$ cat src/rtl/cache_arbiter.sv
// ---------------------------------------------------------------------------
// cache_arbiter
//
// Shares one cache slave port between NUM_PORTS master ports. An idle
// arbiter picks one valid master and copies its request into a request
// register. It then holds that request on the slave side until the cache
// answers with s_ready_i. Masters are picked by round-robin or by fixed
// priority, where port 0 is highest.
//
// Parameters
//   NUM_PORTS   number of master ports (1..8)
//   ADDR_SIZE   address width
//   WORD_SIZE   data width
//   FIXED_PRIO  0 = round-robin, 1 = fixed priority (port 0 highest)
//
// Ports
//   clk_i, reset_i     clock and asynchronous active-high reset
//   m_addr_i           per-port request address
//   m_wr_data_i        per-port write data
//   m_wr_size_i        per-port write size (cache_access_size_t encoding)
//   m_write_i          per-port write (1) / read (0)
//   m_valid_i          per-port request valid
//   m_rd_data_o        read data, broadcast to every port
//   m_ready_o          per-port completion strobe (granted port only)
//   m_miss_o           per-port miss indication (granted port only)
//   s_addr_o .. s_valid_o    request towards the shared cache
//   s_rd_data_i, s_ready_i, s_miss_i   response from the shared cache
// ---------------------------------------------------------------------------
module cache_arbiter #(
    parameter int NUM_PORTS  = 2,
    parameter int ADDR_SIZE  = 32,
    parameter int WORD_SIZE  = 32,
    parameter int FIXED_PRIO = 0
) (
    input  logic                                  clk_i,
    input  logic                                  reset_i,
    input  logic [NUM_PORTS-1:0][ADDR_SIZE-1:0]   m_addr_i,
    input  logic [NUM_PORTS-1:0][WORD_SIZE-1:0]   m_wr_data_i,
    input  logic [NUM_PORTS-1:0][1:0]             m_wr_size_i,
    input  logic [NUM_PORTS-1:0]                  m_write_i,
    input  logic [NUM_PORTS-1:0]                  m_valid_i,
    output logic [WORD_SIZE-1:0]                  m_rd_data_o,
    output logic [NUM_PORTS-1:0]                  m_ready_o,
    output logic [NUM_PORTS-1:0]                  m_miss_o,
    output logic [ADDR_SIZE-1:0]                  s_addr_o,
    output logic [WORD_SIZE-1:0]                  s_wr_data_o,
    output logic [1:0]                            s_wr_size_o,
    output logic                                  s_write_o,
    output logic                                  s_valid_o,
    input  logic [WORD_SIZE-1:0]                  s_rd_data_i,
    input  logic                                  s_ready_i,
    input  logic                                  s_miss_i
);

    // A single port still needs a 1-bit index so the registers stay legal.
    localparam int IDX_W = (NUM_PORTS > 1) ? $clog2(NUM_PORTS) : 1;

    localparam logic [0:0] IDLE = 1'b0;
    localparam logic [0:0] BUSY = 1'b1;

    logic [0:0]           state;
    logic [IDX_W-1:0]     ptr;
    logic [IDX_W-1:0]     grant;
    logic [ADDR_SIZE-1:0] req_addr;
    logic [WORD_SIZE-1:0] req_wr_data;
    logic [1:0]           req_wr_size;
    logic                 req_write;

    logic [IDX_W-1:0]     sel_idx;
    logic                 sel_found;
    logic [IDX_W-1:0]     cand_idx;
    int                   cand;

    // Search for the first valid port. Round-robin starts at the pointer and
    // wraps. Fixed priority always starts at port 0.
    always_comb begin
        sel_idx   = '0;
        sel_found = 1'b0;
        cand      = 0;
        cand_idx  = '0;
        for (int i = 0; i < NUM_PORTS; i++) begin
            if (FIXED_PRIO != 0) begin
                cand = i;
            end else begin
                cand = (int'(ptr) + i) % NUM_PORTS;
            end
            cand_idx = IDX_W'(cand);
            if (!sel_found && m_valid_i[cand_idx]) begin
                sel_found = 1'b1;
                sel_idx   = cand_idx;
            end
        end
    end

    always_ff @(posedge clk_i or posedge reset_i) begin
        if (reset_i) begin
            state       <= IDLE;
            ptr         <= '0;
            grant       <= '0;
            req_addr    <= '0;
            req_wr_data <= '0;
            req_wr_size <= '0;
            req_write   <= 1'b0;
        end else begin
            case (state)
                IDLE: begin
                    if (sel_found) begin
                        state       <= BUSY;
                        grant       <= sel_idx;
                        req_addr    <= m_addr_i[sel_idx];
                        req_wr_data <= m_wr_data_i[sel_idx];
                        req_wr_size <= m_wr_size_i[sel_idx];
                        req_write   <= m_write_i[sel_idx];
                    end
                end
                BUSY: begin
                    // A miss alone does not end the transaction. Only the
                    // slave's ready does.
                    if (s_ready_i) begin
                        state <= IDLE;
                        if (grant == IDX_W'(NUM_PORTS - 1)) begin
                            ptr <= '0;
                        end else begin
                            ptr <= grant + 1'b1;
                        end
                    end
                end
                default: state <= IDLE;
            endcase
        end
    end

    // The slave side comes only from the request register, so master-side
    // changes cannot reach the cache during BUSY.
    assign s_valid_o   = (state == BUSY);
    assign s_addr_o    = req_addr;
    assign s_wr_data_o = req_wr_data;
    assign s_wr_size_o = req_wr_size;
    assign s_write_o   = req_write;
    assign m_rd_data_o = s_rd_data_i;

    // Only the granted port sees the slave's response, and only during BUSY.
    always_comb begin
        m_ready_o = '0;
        m_miss_o  = '0;
        if (state == BUSY) begin
            m_ready_o[grant] = s_ready_i;
            m_miss_o[grant]  = s_miss_i;
        end
    end

endmodule

$ cat config.mk
export PLATFORM = sky130hd
export DESIGN_NAME = cache_arbiter
export DESIGN_NICKNAME = d
export VERILOG_FILES = /design/src/rtl/cache_arbiter.sv
export SDC_FILE = /design/constraint.sdc
export NUM_CORES = 1
export LEC_CHECK = 0
export BUFFER_PORTS_ARGS = -buffer_cell sky130_fd_sc_hd__buf_2
export CAP_MARGIN = 10
export CORE_AREA = 2 2 107 109
export DETAILED_ROUTE_END_ITERATION = 10
export DIE_AREA = 0 0 109 111
export PLACE_DENSITY = 0.73
export SLEW_MARGIN = 20
export SYNTH_ARGS = -nofsm -noshare
export SYNTH_HDL_FRONTEND = slang
export SYNTH_SLANG_ARGS = --single-unit
$ cat constraint.sdc
create_clock -name clk_i -period 2.66 [get_ports clk_i]
set_clock_uncertainty 0.05 [all_clocks]
set_input_delay 0.399 -clock clk_i [delete_from_list [all_inputs] [get_ports clk_i]]
set_output_delay 0.399 -clock clk_i [all_outputs]
set_load 0.05 [all_outputs]
==> out/metrics.csv <==
metric,value,unit
fin_util,46.9,%
slew_violations,0,
status,"finished, final reports clean",
period_needed,1.76,ns
yosysWarnings,0,
yosysSeqAreaShare,43.8,%
grt_max_degree,92,
synth_edf_count,0,
synth_area_leaders,"dfrtp_1 44%, a31oi_2 16%, nand3_1 8.4%",
dieArea,12100,µm²
fp.dieH,111,µm
die_w,109,µm
setup_viol,0,
crit_required,2.21,ns
insertion_delay,0.32,ns
vias,3755,
wl,11600,µm
power.internal,2.83,mW
rsz0062_at_grt,false,
cap_violations,0,
ys_top_cells_by_count,"72 x nor2_1, 70 x dfrtp_1, 67 x nand3_1",
hp-class,in2async,
diodes,0,
max_freq,569,MHz
critPathArrivalTime,1.31,ns
synth_cell_type_count,20,
ys.flop_type,dfrtp_1,
cp_max_fo,7,
netlist_area,4000,µm²
fin_area,5190,µm²
start_kind,register,
postCtsSetupBuffers,0,
layout.nets,756,
drive_above_1_share,48.9,%
num_io_pins,276,
cp-end-kind,output port,
dp_hpwl,8310,µm
grt_pass1_wl,18100,µm
synth_top_area_share,43.8,%
synth-async-reset-ratio,100,%
cellPowerDensity,952,nW/µm²
fp.coreArea,11100,µm²
netlist_instances,430,
antenna_found_initial,0,
cts_made_buffers,9,
grt_pass1_vias,3606,
p_leak,2.28,nW
drt_iter0_markers,175,
ctsResizeCount,0,
maxSlewHeadroom,41.2,%
worst_pin_slew,0.881,ns
drc,0,
avgSynthCellArea,9.30,µm²
wl_per_cell,15.8,µm
place_congestion,0.820,
grt_use_total,18.8,%
finalCritPeriodShare,66.1,%
clk_pin_slew,0.06,ns
vdd_drop_max,0.380,mV
synth_nets,602,
dr.pass1.iters,4,
start_util,36.1,%
io_buffer_count,211,
clkPwrFrac,28.6,%
swShare,42.8,%
yosysMostFrequentCell,nor2_1,
fin_setup_tns,0,ns
synthToLayoutAreaGrowth,29.9,%
row_count,39,
grt-ovfl-total,0,
switchingPower,2.11,mW
ctsHtreeMaxLevel,3,
cts_sinks,70,
finalHoldViolations,0,
holdBufCountCts,0,
cts_tree,done,
yosysTopAreaCell,dfrtp_1,
cts_buffer_depth,2,
via_per_inst,5.13,
place_area,4840,µm²
p_comb_share,41.6,%
critPathKind,reg2out,
ctsRootBufferMaster,clkbuf_16,
ys_ff_latch,70,
ant_nets,0,
p_seq_share,29.8,%
-- cell families (layout without fill, tap and decap cells) --
family,Yosys count,in the layout,synth area share [%]
DFF,70,70,43.8
and+or+nand+nor,143,143,15.7
buffers and inverters,79,238,13.0
AOI/OAI and AO/OA,138,138,27.5
-- metal layers --
| layer | vias up | GRT usage, % | share of wire, % |
|---|---|---|---|
| li1 | 1817 | - | - |
| met1 | 1767 | 23.1 | 42 |
| met2 | 152 | 32.1 | 50 |
| met3 | 19 | 4.53 | 7.0 |
| met4 | 0 | 6.07 | 1.7 |
| met5 | - | 0 | 0 |
-- state kept, by name, indices dropped and copies added (netlist names) --
signal,cells
s_wr_size_o,2
s_valid_o,1
grant,1
ptr,1
s_addr_o,32
s_wr_data_o,32
s_write_o,1
-- cell type report --
type | instances | area, µm²
fillers | 1060 | 5880
flip-flops and latches | 70 | 1750
multi-input cells | 281 | 1740
repair buffers | 219 | 1170
clock buffers | 13 | 260
well taps | 143 | 179
clock inverters | 3 | 90.1
inverters | 3 | 11.3
-- power groups by stage --
| stage | clock (mW) | sequential, mW | combinational, mW |
|---|---|---|---|
| after floorplan | 0 | 2.38 | 0.798 |
| after global placement | 0 | 1.48 | 2.05 |
| after detailed placement | 0 | 1.49 | 2.07 |
| after CTS | 1.44 | 1.48 | 2.07 |
| after global routing | 1.50 | 1.50 | 2.18 |
| final | 1.42 | 1.47 | 2.06 |
-- path summary, 6_finish.rpt --
kind | start | to | slack (ns) | cells past startpoint
max | s_valid_o | m_ready_o[1] | 0.90 | 3
min | reset_i | s_wr_data_o[26] | 0.20 | 2
max reg2reg | ptr | s_wr_data_o[19] | 0.98 | 4
min reg2reg | ptr | ptr | 0.49 | 2
max in group asynchronous | reset_i | s_wr_data_o[25] | 1.65 | 3
min in group clk_i | m_addr_i[15] | s_addr_o[15] | 0.28 | 3
-- critical path, cell delays in order (launching register included) --
cell and delay, ns:
dfrtp_1 0.45, nand2_1 0.12, nor2_1 0.13, buf_2 0.28
-- placed cells by master, fill, tap and decap left out --
| cell | n |
|---|---|
| a21oi_1 | 1 |
| and2b_2 | 1 |
| o21ba_4 | 1 |
| o31a_1 | 1 |
| nand3_1 | 67 |
| buf_12 | 4 |
| clkbuf_1 | 2 |
| bufinv_16 | 3 |
| a31oi_1 | 17 |
| clkbuf_16 | 9 |
| nor2_1 | 72 |
| buf_4 | 4 |
| nand2_1 | 2 |
| o32ai_1 | 1 |
| o21ai_1 | 14 |
| dfrtp_1 | 70 |
| a31oi_2 | 50 |
| inv_2 | 2 |
| inv_1 | 1 |
| nand2b_2 | 1 |
| o21ai_0 | 53 |
| buf_2 | 211 |
| clkbuf_8 | 2 |
-- through the flow --
| step | setup WS (ns) | cells | hold slack [ns] | power (mW) |
|---|---|---|---|---|
| after CTS | 0.877 | 732 | 0.237 | 4.99 |
| final | 0.903 | 732 | 0.204 | 4.95 |
| after global routing | 0.797 | 732 | 0.280 | 5.17 |
| after global placement | 0.949 | 716 | 0.457 | 3.53 |
| after detailed placement | 0.884 | 716 | 0.474 | 3.56 |
| after floorplan | 0.443 | 430 | 0.419 | 3.18 |
No activity file was read; power rests on OpenSTA's default activity.
